[src/rtl/riscv_defs.sv]
// -----------------------------------------------------------------------------
// riscv_defs
//   Shared definitions for the front end of the five-stage RISC-V pipeline.
//   XLEN         : architectural register / address width
//   InstAddrBus  : width of an instruction address
//   InstBus      : width of an instruction word
//   PC_STEP      : byte distance between consecutive sequential fetches
// -----------------------------------------------------------------------------
package riscv_defs;

  localparam int XLEN        = 32;
  localparam int InstAddrBus = XLEN;
  localparam int InstBus     = XLEN;
  localparam int PC_STEP     = 4;

endpackage : riscv_defs

[src/rtl/fetch_fifo.sv]
// -----------------------------------------------------------------------------
// fetch_fifo
//   Synchronous FIFO holding fetched {pc, inst} entries between the
//   instruction-memory response path and the ID stage.
//
//   Parameters : WIDTH (entry width), DEPTH (entries, power of two, >= 2)
//   Ports      :
//     clk      in          clock
//     rst      in          synchronous active-high reset
//     clear_i  in          drop every entry; beats push/pop in the same cycle
//     push_i   in          write data_i at the tail
//     data_i   in  WIDTH   entry to write
//     pop_i    in          advance the head (ignored when empty)
//     data_o   out WIDTH   head entry, forced to 0 while empty
//     count_o  out CW      registered occupancy, 0..DEPTH
// -----------------------------------------------------------------------------
module fetch_fifo #(
  parameter int WIDTH = 64,
  parameter int DEPTH = 4,
  localparam int AW   = $clog2(DEPTH),
  localparam int CW   = $clog2(DEPTH) + 1
) (
  input  logic             clk,
  input  logic             rst,
  input  logic             clear_i,
  input  logic             push_i,
  input  logic [WIDTH-1:0] data_i,
  input  logic             pop_i,
  output logic [WIDTH-1:0] data_o,
  output logic [CW-1:0]    count_o
);

  logic [WIDTH-1:0] mem_q [DEPTH];
  logic [AW-1:0]    wr_ptr_q, wr_ptr_d;
  logic [AW-1:0]    rd_ptr_q, rd_ptr_d;
  logic [CW-1:0]    count_q,  count_d;
  logic             do_push, do_pop;

  // NOTE: every always_comb output gets a default on entry so no path
  // through the block leaves it unassigned, which would infer a latch.
  always_comb begin
    do_push  = push_i && !clear_i;
    do_pop   = pop_i && (count_q != '0) && !clear_i;
    wr_ptr_d = wr_ptr_q;
    rd_ptr_d = rd_ptr_q;
    count_d  = count_q;

    if (clear_i) begin
      wr_ptr_d = '0;
      rd_ptr_d = '0;
      count_d  = '0;
    end else begin
      // DEPTH is a power of two, so the pointers wrap by natural overflow.
      if (do_push) wr_ptr_d = wr_ptr_q + AW'(1);
      if (do_pop)  rd_ptr_d = rd_ptr_q + AW'(1);
      case ({do_push, do_pop})
        2'b10:   count_d = count_q + CW'(1);
        2'b01:   count_d = count_q - CW'(1);
        default: count_d = count_q;
      endcase
    end
  end

  // NOTE: state registers use non-blocking assignments so every flop samples
  // the pre-edge value of its peers, independent of statement order.
  always_ff @(posedge clk) begin
    if (rst) begin
      wr_ptr_q <= '0;
      rd_ptr_q <= '0;
      count_q  <= '0;
    end else begin
      wr_ptr_q <= wr_ptr_d;
      rd_ptr_q <= rd_ptr_d;
      count_q  <= count_d;
    end
  end

  // NOTE: the storage array carries no reset; an entry is only observable
  // after it has been written, and the empty case is masked on data_o.
  always_ff @(posedge clk) begin
    if (do_push) mem_q[wr_ptr_q] <= data_i;
  end

  assign data_o  = (count_q != '0) ? mem_q[rd_ptr_q] : '0;
  assign count_o = count_q;

endmodule : fetch_fifo

[src/rtl/inst_fetch.sv]
// -----------------------------------------------------------------------------
// inst_fetch
//   Instruction-fetch unit for the five-stage RISC-V pipeline. Issues in-order
//   requests to a variable-latency instruction memory, buffers up to DEPTH
//   fetched {pc, inst} entries and hands them to ID over valid/ready. A jump
//   from ID flushes the buffer and discards responses still in flight.
//
//   Parameters : XLEN, DEPTH (power of two, >= 2), RESET_PC (bits [1:0] ignored)
//   Ports      :
//     clk          in          clock
//     rst          in          synchronous active-high reset (shared with memory)
//     rom_addr_o   out XLEN    request address, word aligned
//     rom_ce_o     out         request valid
//     rom_ready_i  in          memory accepts the request this cycle
//     rom_valid_i  in          in-order response valid
//     rom_data_i   in  XLEN    response instruction
//     jump_i       in          redirect from ID
//     jump_addr_i  in  XLEN    redirect target
//     id_valid_o   out         head entry valid
//     id_pc_o      out XLEN    head PC
//     id_inst_o    out XLEN    head instruction
//     id_ready_i   in          ID consumes the head
// -----------------------------------------------------------------------------
module inst_fetch
  import riscv_defs::*;
#(
  parameter int              XLEN     = riscv_defs::InstAddrBus,
  parameter int              DEPTH    = 4,
  parameter logic [XLEN-1:0] RESET_PC = '0
) (
  input  logic            clk,
  input  logic            rst,
  output logic [XLEN-1:0] rom_addr_o,
  output logic            rom_ce_o,
  input  logic            rom_ready_i,
  input  logic            rom_valid_i,
  input  logic [XLEN-1:0] rom_data_i,
  input  logic            jump_i,
  input  logic [XLEN-1:0] jump_addr_i,
  output logic            id_valid_o,
  output logic [XLEN-1:0] id_pc_o,
  output logic [XLEN-1:0] id_inst_o,
  input  logic            id_ready_i
);

  localparam int              CW         = $clog2(DEPTH) + 1;
  localparam logic [XLEN-1:0] RESET_PC_W = {RESET_PC[XLEN-1:2], 2'b00};
  localparam logic [XLEN-1:0] STEP       = XLEN'(PC_STEP);

  logic [XLEN-1:0] fetch_pc_q, fetch_pc_d;
  logic [XLEN-1:0] resp_pc_q,  resp_pc_d;
  logic [CW-1:0]   inflight_q, inflight_d;
  logic [CW-1:0]   drop_cnt_q, drop_cnt_d;

  logic [CW-1:0]     count;
  logic [CW:0]       occupancy;
  logic              credit;
  logic              req_fire;
  logic              resp_fire;
  logic              push;
  logic              pop;
  logic [XLEN-1:0]   jump_target;
  logic [2*XLEN-1:0] head;
  logic              unused_jump_lsbs;

  assign jump_target      = {jump_addr_i[XLEN-1:2], 2'b00};
  assign unused_jump_lsbs = ^jump_addr_i[1:0];

  // Credit: a request is only issued if the buffer is guaranteed a slot for
  // its response, so a push can never meet a full queue. One extra bit keeps
  // the sum from overflowing.
  assign occupancy = {1'b0, count} + {1'b0, inflight_q};
  assign credit    = occupancy < (CW+1)'(DEPTH);

  assign rom_ce_o   = !rst && !jump_i && credit;
  assign rom_addr_o = fetch_pc_q;

  assign req_fire   = rom_ce_o && rom_ready_i;
  // Responses with nothing outstanding are stray and ignored.
  assign resp_fire  = rom_valid_i && (inflight_q != '0);
  // Kept responses are the ones not owed to an earlier redirect; a response
  // landing in a jump cycle belongs to the old stream and is dropped too.
  assign push       = resp_fire && (drop_cnt_q == '0) && !jump_i;

  assign id_valid_o = (count != '0);
  assign pop        = id_valid_o && id_ready_i;

  always_comb begin
    fetch_pc_d = fetch_pc_q;
    resp_pc_d  = resp_pc_q;
    drop_cnt_d = drop_cnt_q;

    inflight_d = inflight_q + CW'(req_fire) - CW'(resp_fire);

    if (jump_i) begin
      fetch_pc_d = jump_target;
      resp_pc_d  = jump_target;
      // Everything still outstanding after this cycle belongs to the old
      // stream; recomputed from scratch on each of back-to-back jumps.
      drop_cnt_d = inflight_d;
    end else begin
      if (req_fire) fetch_pc_d = fetch_pc_q + STEP;
      if (push)     resp_pc_d  = resp_pc_q + STEP;
      if (resp_fire && (drop_cnt_q != '0)) drop_cnt_d = drop_cnt_q - CW'(1);
    end
  end

  always_ff @(posedge clk) begin
    if (rst) begin
      fetch_pc_q <= RESET_PC_W;
      resp_pc_q  <= RESET_PC_W;
      inflight_q <= '0;
      drop_cnt_q <= '0;
    end else begin
      fetch_pc_q <= fetch_pc_d;
      resp_pc_q  <= resp_pc_d;
      inflight_q <= inflight_d;
      drop_cnt_q <= drop_cnt_d;
    end
  end

  fetch_fifo #(
    .WIDTH (2 * XLEN),
    .DEPTH (DEPTH)
  ) u_fifo (
    .clk     (clk),
    .rst     (rst),
    .clear_i (jump_i),
    .push_i  (push),
    .data_i  ({resp_pc_q, rom_data_i}),
    .pop_i   (pop),
    .data_o  (head),
    .count_o (count)
  );

  assign id_pc_o   = head[2*XLEN-1:XLEN];
  assign id_inst_o = head[XLEN-1:0];

endmodule : inst_fetch

[config.mk]
export PLATFORM = sky130hd
export DESIGN_NAME = inst_fetch
export DESIGN_NICKNAME = d
export VERILOG_FILES = /design/src/rtl/riscv_defs.sv /design/src/rtl/fetch_fifo.sv /design/src/rtl/inst_fetch.sv
export SDC_FILE = /design/constraint.sdc
export NUM_CORES = 1
export LEC_CHECK = 0
export ABC_AREA = 1
export BUFFER_PORTS_ARGS = -buffer_cell sky130_fd_sc_hd__buf_2
export CORE_AREA = 5 5 178 180
export CTS_CLUSTER_SIZE = 14
export DETAILED_ROUTE_END_ITERATION = 6
export DIE_AREA = 0 0 183 185
export GPL_ROUTABILITY_DRIVEN = 0
export PLACE_DENSITY = 0.78
export SYNTH_ARGS = -nofsm -noshare
export SYNTH_HDL_FRONTEND = slang
export SYNTH_SLANG_ARGS = --single-unit
[constraint.sdc]
create_clock -name clk -period 5.85 [get_ports clk]
set_input_delay 1.755 -clock clk [delete_from_list [all_inputs] [get_ports clk]]
set_output_delay 1.755 -clock clk [all_outputs]
set_load 0.05 [all_outputs]
## Word level (Yosys, flattened, before mapping)

Memories as Yosys holds them, arrays and structs flattened. A register that Yosys moved wholly into a read port is not among the register bits.
Cells that the tools add are included.

| storage, ports and cells | value |
|---|---|
| register bits | 77 |
| RAM bits | 256 |
| logic and storage cells | 57 |
| memories kept | 1 |
| output and inout bits | 98 |

| operators by class | value |
|---|---|
| eq/ne operators | 2 |
| muxes and demuxes | 12 |
| reduce and logical (&&, ||, !) cells | 22 |
| add/subtract/negate cells | 10 |
| order comparisons | 1 |

Memories:

| memory | words | bits a word | rd ports | clocked after memory_dff | write ports | RTL line | RTL |
|---|---|---|---|---|---|---|---|
| u_fifo.mem_q | 4 | 64 | 1 | 1 | 1 | fetch_fifo.sv:33 | `logic [WIDTH-1:0] mem_q [DEPTH];` |

Operators by type and width:

| operator | number |
|---|---|
| 32-bit 2-to-1 mux | 4 |
| 32-bit by 3-bit adder with 32-bit output, second input constant | 2 |
| 64-bit 2-to-1 mux | 1 |
| 1-bit logical AND | 11 |
| 3-bit nonzero test | 3 |
| 2-bit nonzero test | 4 |
| 3-bit 2-to-1 mux | 2 |
| 3-bit one-hot mux with 2 select lines | 1 |
| 3-bit by 1-bit subtractor with 3-bit output, second input constant | 2 |
| 2-bit by 1-bit adder with 2-bit output, second input constant | 2 |
| 3-bit by 3-bit adder with 4-bit output | 1 |
| 4-bit by 3-bit < comparator with 1-bit output, second input constant | 1 |
| 2-bit 2-to-1 mux | 2 |
| 3-bit by 1-bit adder with 3-bit output | 1 |
| 3-bit by 1-bit adder with 3-bit output, second input constant | 1 |
| 3-bit zero test | 1 |
| 3-bit by 1-bit subtractor with 3-bit output | 1 |
| 2-bit by 1-bit equality test with 1-bit output, second input constant | 1 |
| 2-bit equality test, second input constant | 1 |
| 1-bit zero test | 2 |
| 1-bit 2-to-1 mux | 2 |
| 2-bit OR reduction | 1 |

## Longest topological paths before layout

Gate-level depths: netlist of run 1.

| logic depth | value |
|---|---|
| depth in word-level cells | 7 |
| gate-level depth with buffers | 16 |

## By module

From an unflattened synthesis of run 1, not the netlist that was laid out.

| second synthesis, totals | value |
|---|---|
| cell total of the unflattened synthesis | 1627 |
| area, all modules | 15044.4 um2 |

Modules (own cells, without submodules):

| module | area each (um2) | seq. area each (um2) | cells an instance | times used |
|---|---|---|---|---|
| fetch_fifo | 10397.5 | 7867.5 | 824 | 1 |
| inst_fetch | 4647.0 | 1321.3 | 803 | 1 |

## Least setup slack after synthesis of run 1

No wires, ideal clock.

| timing path | value |
|---|---|
| path type | in2reg |
| from | input port jump_i |
| to | memory u_fifo.mem_q[0][0], enable pin |
| library setup time | 482 ps |
| setup slack | 625 ps |
| cell stages on the path | 4 |
| data arrival time | 4743 ps |
| data required time | 5368 ps |
| path buffers | 1 |
| cell sequence | buf_4 -> nor2_4 -> inv_2 -> nor2_1 |

| on the way | value |
|---|---|
| cells in the longest elaborated chain, start to end | 5 |

Ends and longest elaborated chain:

| element | RTL line | RTL |
|---|---|---|
| start, declared | inst_fetch.sv:38 | `input logic jump_i,` |
| 1-bit zero test * | fetch_fifo.sv:42, inst_fetch.sv:83 |  |
| 1-bit logical AND | inst_fetch.sv:83 | `assign push = resp_fire && (drop_cnt_q == '0) && !jump_i;` |
| 1-bit logical AND * | fetch_fifo.sv:42 | `do_push = push_i && !clear_i;` |
| 1-bit 2-to-1 mux * | fetch_fifo.sv:81 | `if (do_push) mem_q[wr_ptr_q] <= data_i;` |
| 1-bit 2-to-1 mux (implied by the code) * | fetch_fifo.sv:81 |  |
| end, declared | fetch_fifo.sv:33 |  |

Mark *: on every way between the ends. The rest lies on a longest branch, timed or not.

==> qor.csv, run 1 <==
stage,metric,value,unit
run_status,outcome,"complete, no violations",
timing,period_needed,4.469,ns
setup_path,cp_data_arrival_time,2.71,ns
yosys,ys_seq_area_frac,0.6103,
yosys,synth_compound_area_frac,0.1082,
clock_tree,numCtsBuffers,34,
final_layout,finish.net_count,1797,
die,core_area,30030,µm²
worst_hold_path,hp-start,u_fifo.rd_ptr_q[1],
grt,grt_use_total,0.2036,
yosys,synthMuxAreaShare,0,
placed_design,hpwl,22270,µm
setup_path,crit_chain,buf_4 > nor2_1 > nor2_1 > o21ai_0 > a21oi_1 > buf_2,
yosys,yosysWarnings,0,
final_layout,final_common_cell,nor2_1,
timing,slew_viol_final,0,
detailed_routing,vias,11425,
die,start_util,0.4883,
setup_path,timing.critical_path.buf_inv,2,
clock_tree,cts_sinks,323,
die,die_h,185,µm
timing,setup_viol,0,
placed_design,io_buffers,161,
power,ir_worst_vdd,0.1769,mV
yosys,ys_types,42,
yosys,synth_ff_type,edfxtp_1,
clock_tree,cts-root-buf,clkbuf_16,
worst_hold_path,hp-class,reg -> reg,
setup_path,end_kind,output pin,
die,rows,64,
yosys,netlist_area,14660,µm²
setup_path,critPathMaxFanout,51,
clock_tree,cts_tree,done,
timing,skew,0.01912,ns
power,switchingPower,1.402,mW
clock_tree,hold_buffers,0,
timing,relSlewSlack,0.3255,
setup_path,cpPeakStageDelay,0.65,ns
grt,grt_pass1_vias,11003,
flow_run,drv_cap,0,
clock_tree,ctsHtreeMaxLevel,2,
yosys,synth_top_family_by_area,simple AND/OR/NAND/NOR gates,
clock_tree,cts_resized,0,
yosys,ys_seq_elements,323,
setup_path,r2r-start,drop_cnt_q[0],
yosys,synth.largest_area_cell,edfxtp_1,
die,num_io_pins,168,
grt,grt_first_pass_wirelength,55730,µm
grt,grt_max_degree,70,
timing,fin_crit_sh,0.7640,
final_layout,instances_no_fill,2134,
yosys,synth.area.top_cells,"edfxtp_1, dfxtp_1, nor2_1, nand2_1, o21ai_0",
detailed_routing,vias_per_cell,5.354,
yosys,synthSimpleGateAreaFrac,0.2053,
yosys,syn_avg_cell_area,9.350,µm²
power,seqPwrFrac,0.495,
setup_path,critical_path_class,reg -> out,
yosys,synth_top_area_share,0.5079,
power,p_int,4.040,mW
detailed_routing,wl,35150,µm
grt,antenna_found_initial,0,
detailed_routing,routedWlPerCell,16.47,µm
placed_design,dp.cells,2072,
final_layout,layout_common_cells,"nor2_1, edfxtp_1, nand2_1",
die,die_area,33860,µm²
final_layout,drive_gt1_frac,0.1600,
power,leakagePower,6.501,nW
timing,fin_setup_tns,0,ns
final_layout,n_antenna_cell,0,
detailed_routing,firstDrtPassIters,5,
die,dieWidth,183,µm
timing,grt_setup_unrepaired,false,
power,p_sw_frac,0.2576,
power,p_clk_frac,0.394,
detailed_routing,drc,0,
yosys,synthAdderAreaFrac,0.01382,
yosys,synth_xor_area_frac,0.006571,
yosys,postSynthCellCount,1568,
yosys,ys_async_sr_fraction,0,
setup_path,worstSetupStartpointType,flop,
clock_tree,cts.reportedPaths.clkPinSlew,0.06,ns
power,p_per_area,321.9,nW/µm²
yosys,synth_edf_count,248,
timing,hold_viol_final,0,
setup_path,critPathRequiredTime,4.09,ns
setup_path,crit_family,buffers and inverters,
detailed_routing,postRouteAntennaNets,0,
power,pwr-share-comb,0.112,
final_layout,area_growth,15.32,%
timing,tightest_slew,1.009,ns
timing,timing.fmax,223.7,MHz
clock_tree,cts_setup_buffers,0,
clock_tree,clk_latency,0.52,ns
grt,grt_overflow_total,0,
detailed_routing,drtIter0Drc,849,
clock_tree,cts_buffer_depth,3,
setup_path,slowest_stage,dfxtp_4,
setup_path,path_common_cell,nor2_1,
logic make-up after synthesis:
kind of cell | count (synthesis)
adders and majority gates | 15
buffers and inverters | 191
DFF | 323
and+or+nand+nor | 719
AOI/OAI and AO/OA | 308
other | 1
xor gates and xnor gates | 11
power by group through the flow:
| stage | Clock (mW) | Sequential, mW | Combinational, mW |
|---|---|---|---|
| after floorplan | 0 | 2.76 | 0.404 |
| after global routing | 2.28 | 2.71 | 0.671 |
| after CTS | 2.18 | 2.69 | 0.606 |
| after global placement | 0 | 2.73 | 0.585 |
| after detailed placement | 0 | 2.74 | 0.602 |
| final | 2.14 | 2.69 | 0.607 |
flip-flops by register name, indices dropped and copies added, names as in the netlist, named ones only:
name             count
u_fifo.mem_q       248
resp_pc_q           30
rom_addr_o          30
drop_cnt_q           3
inflight_q           3
u_fifo.count_o       3
u_fifo.rd_ptr_q      2
u_fifo.wr_ptr_q      2
synthesized netlist by cell type, types with 2 or more instances:
cell      count
nand3_1      77
fa_1          2
nand3b_1      5
inv_2         7
and2_1        2
nor2_4        7
buf_2        13
o22ai_1       2
or2_2         3
o21bai_1      3
nand3_2       2
ha_1         13
nor3_1        8
dfxtp_1      75
xor2_1       10
o21ai_0     166
a21oi_2       2
nor2_2       12
o211ai_1      6
clkbuf_1     47
a31oi_1       8
nor2_1      351
inv_1       109
nand4_1       8
o21ai_1       4
edfxtp_1    248
buf_6         7
buf_4         6
nand2_1     232
a21oi_1     116
nand2_2       5
nand2_4       2
metal layers:
metal / track usage / share of wire / vias to the layer above
met1: 0.2703 / 0.40 / 5264
li1: - / - / 5548
met3: 0.03751 / 0.098 / 62
met4: 0.07211 / 0.027 / 0
met2: 0.3386 / 0.47 / 551
met5: 0 / 0 / -
per-stage QoR:
stage / area [µm²] / utilization / hold WS (ns) / power [mW] / setup slack (ns)
2_1_floorplan: 14670 / - / 0.4364 / 3.162 / 0.6253
6_report: 16910 / 0.5630 / 0.4768 / 5.442 / 1.381
3_5_place_dp: 15780 / 0.5255 / 0.4630 / 3.339 / 1.519
4_1_cts: 16910 / 0.5630 / 0.4754 / 5.474 / 1.348
5_1_grt: 16910 / 0.5630 / 0.4992 / 5.657 / 1.243
3_3_place_gp: 15780 / 0.5255 / 0.4468 / 3.316 / 1.517
tightest hold or removal path, cell delays in order (launching register included):
cell	delay, ns
dfxtp_1	0.30
inv_1	0.06
a21oi_1	0.07
area by class of cell:
class | instances | area (µm²)
well taps | 396 | 495.5
clock buffers | 39 | 890.9
inverters | 117 | 444.2
multi-input cells | 1057 | 4947
flip-flops and latches | 323 | 8954
fillers | 2504 | 13120
repair buffers | 179 | 940.9
clock inverters | 23 | 235.2
worst paths after layout:
path / to / slack (ns) / depth (start not counted)
setup / recovery: id_pc_o[17] / 1.38 / 6
hold / removal: flop / 0.48 / 2
setup reg to reg: u_fifo.mem_q[2][61] / 3.01 / 9
hold reg to reg: flop / 0.48 / 2
No activity file was read; power rests on OpenSTA's default activity.
==> run 2: changes to the inputs <==
==> constraint.sdc (replaced) <==
create_clock -name clk -period 4.2 [get_ports clk]
set_input_delay 1.26 -clock clk [delete_from_list [all_inputs] [get_ports clk]]
set_output_delay 1.26 -clock clk [all_outputs]
set_load 0.05 [all_outputs]
==> run 2 against run 1 <==
Net effect: count of clock-buffer cells in the layout is 1 higher; sequential cell count stayed put; sequential share of layout area is 0.43 points lower; critical path depth stayed put.
==> qor.csv, run 2 (synthesized netlist as in run 1, its figures left out) <==
stage,metric,value,unit,change
run_status,outcome,"complete, no violations",,
clock_tree,cts_buffer_depth,3,,unchanged
clock_tree,cts-root-buf,clkbuf_16,,
detailed_routing,drc,0,,unchanged
power,leakagePower,6.569,nW,+1.0%
setup_path,worstSetupStartpointType,flop,,
power,p_sw_frac,0.2593,,+0.001721
grt,grt_pass1_vias,11293,,+2.6%
placed_design,hpwl,21900,µm,-1.7%
timing,fin_setup_tns,0,ns,unchanged
setup_path,critical_path_class,reg -> out,,
die,num_io_pins,168,,unchanged
grt,antenna_found_initial,0,,unchanged
final_layout,finish.net_count,1799,,+0.11%
setup_path,cp.depth,6,,unchanged
setup_path,critPathRequiredTime,2.94,ns,-1.15 ns
timing,fin_crit_sh,0.8686,,
clock_tree,cts_tree,done,,
timing,relSlewSlack,0.4168,,+0.09136
clock_tree,numCtsBuffers,35,,+2.9%
final_layout,regMostFlops,u_fifo.mem_q,,
flow_run,drv_cap,0,,unchanged
clock_tree,cts.reportedPaths.clkPinSlew,0.06,ns,about the same
final_layout,area_growth,16.27,%,
clock_tree,ctsHtreeMaxLevel,2,,unchanged
setup_path,crit_family,buffers and inverters,,
setup_path,cpPeakStageDelay,0.52,ns,-0.13 ns
power,switchingPower,1.986,mW,+42%
timing,grt_setup_unrepaired,false,,
setup_path,ff2ff_path_depth,15,,+6
die,die_h,185,µm,unchanged
clock_tree,cts_resized,0,,unchanged
placed_design,dp.cells,2073,,+0.048%
grt,grt_max_degree,125,,+79%
final_layout,nFillCells,2534,,+1.2%
setup_path,r2r_slack,1.42,ns,-1.59 ns
die,core_area,30030,µm²,unchanged
grt,grt_overflow_total,0,,unchanged
timing,tightest_slew,0.8727,ns,-0.1367 ns
detailed_routing,vias,11480,,+0.48%
setup_path,timing.critical_path.buf_inv,3,,+1
clock_tree,cts_sinks,323,,unchanged
setup_path,cp_data_arrival_time,2.39,ns,-0.32 ns
timing,timing.fmax,274.1,MHz,
die,die_area,33860,µm²,unchanged
power,seqPwrFrac,0.490,,-0.005
placed_design,io_buffers,161,,unchanged
grt,grt_first_pass_wirelength,56970,µm,+2.2%
final_layout,fin_area,17050,µm²,+0.82%
power,pwr-share-comb,0.111,,about the same
die,rows,64,,unchanged
detailed_routing,vias_per_cell,5.370,,+0.29%
final_layout,layout_common_cells,"nor2_1, edfxtp_1, nand2_1",,
placed_design,place_area,15890,µm²,+0.68%
power,p_per_area,449.2,nW/µm²,+40%
final_layout,instances_no_fill,2138,,+0.19%
die,start_util,0.4883,,unchanged
power,p_int,5.672,mW,+40%
power,ir_worst_vdd,0.2730,mV,+54%
detailed_routing,postRouteAntennaNets,0,,unchanged
detailed_routing,drtIter0Drc,990,,+17%
clock_tree,cts_setup_buffers,0,,unchanged
timing,skew,0.01803,ns,-0.001092 ns
timing,period_needed,3.648,ns,
timing,hold_viol_final,0,,unchanged
clock_tree,clk_latency,0.53,ns,about the same
detailed_routing,firstDrtPassIters,6,,+1
detailed_routing,wl,35660,µm,+1.4%
final_layout,final_common_cell,nor2_1,,
clock_tree,hold_buffers,0,,unchanged
setup_path,crit_chain,inv_2 > buf_12 > nor2_1 > o21ai_0 > a21oi_1 > buf_2,,
timing,setup_viol,0,,unchanged
die,dieWidth,183,µm,unchanged
setup_path,critPathMaxFanout,51,,unchanged
setup_path,slowest_stage,dfxtp_2,,
worst_hold_path,hp-start,u_fifo.rd_ptr_q[1],,
timing,hold_slack,0.4626,ns,-0.01414 ns
setup_path,r2r-start,u_fifo.count_o[1],,
worst_hold_path,hp-class,reg -> reg,,
timing,slew_viol_final,0,,unchanged
final_layout,drive_gt1_frac,0.1633,,+0.003358
setup_path,timing.rr.end,drop_cnt_q[2],,
power,p_clk_frac,0.399,,+0.005
setup_path,end_kind,output pin,,
final_layout,largest_register_ffs,248,,unchanged
grt,grt_use_total,0.2081,,+0.004462
detailed_routing,routedWlPerCell,16.68,µm,+1.2%
worst_hold_path,min_path_cells,2,,unchanged
-- run 2: per-layer routing --
layer / track usage / up-vias / routed length, µm
met1: 0.2787 / 5340 / 15000
met4: 0.06436 / 0 / 795
met3: 0.03378 / 66 / 3041
met2: 0.3515 / 510 / 16820
li1: - / 5564 / -
met5: 0 / - / 0
-- run 2: layout make-up --
| class | count | area [µm²] | share of cell area |
|---|---|---|---|
| Antenna cell | 3 | 7.507 | 0.0004404 |
| Inverter | 117 | 444.2 | 0.02606 |
| Multi-Input combinational cell | 1057 | 4947 | 0.2902 |
| Clock inverter | 22 | 245.2 | 0.01439 |
| Tap cell | 396 | 495.5 | 0.02907 |
| Sequential cell | 323 | 8954 | 0.5253 |
| Clock buffer | 40 | 904.6 | 0.05307 |
| Timing Repair Buffer | 180 | 1049 | 0.06151 |
-- run 2: per-stage QoR --
step	setup slack, ns	utilization	total power [mW]
after floorplan	-0.5297	-	4.404
after global placement	0.6291	0.5291	4.628
after detailed placement	0.6092	0.5291	4.659
after CTS	0.5372	0.5674	7.707
after global routing	0.4208	0.5674	7.978
final	0.5521	0.5677	7.657
-- run 2: power by group through the flow --
stage	logic [mW]	registers (mW)	clock network, mW
finish	0.850	3.75	3.06
global route	0.954	3.77	3.26
CTS	0.853	3.75	3.11
detailed placement	0.847	3.81	0
global placement	0.824	3.80	0
floorplan	0.562	3.84	0
-- run 2: worst max path at each step --
stage | end | slack (ns) | from
2_1_floorplan | u_fifo.mem_q[0][0] | -0.53 | jump_i
3_3_place_gp | drop_cnt_q[2] | 0.63 | rst
3_5_place_dp | drop_cnt_q[2] | 0.61 | rst
4_1_cts | id_pc_o[15] | 0.54 | flop
5_1_grt | id_pc_o[13] | 0.42 | flop
6_report | id_pc_o[17] | 0.55 | flop
-- run 2: worst register-to-register path: stages, from the launching register on --
cell     delay, ns
dfxtp_1       0.44
ha_1          0.27
nand3_1       0.08
nand2_1       0.06
nor2_2        0.13
nand2_4       0.18
ha_1          0.33
inv_1         0.04
ha_1          0.18
fa_1          0.38
xor2_1        0.18
xor2_1        0.21
nand2_1       0.07
nand3_1       0.08
nand2_1       0.05
inv_1         0.07
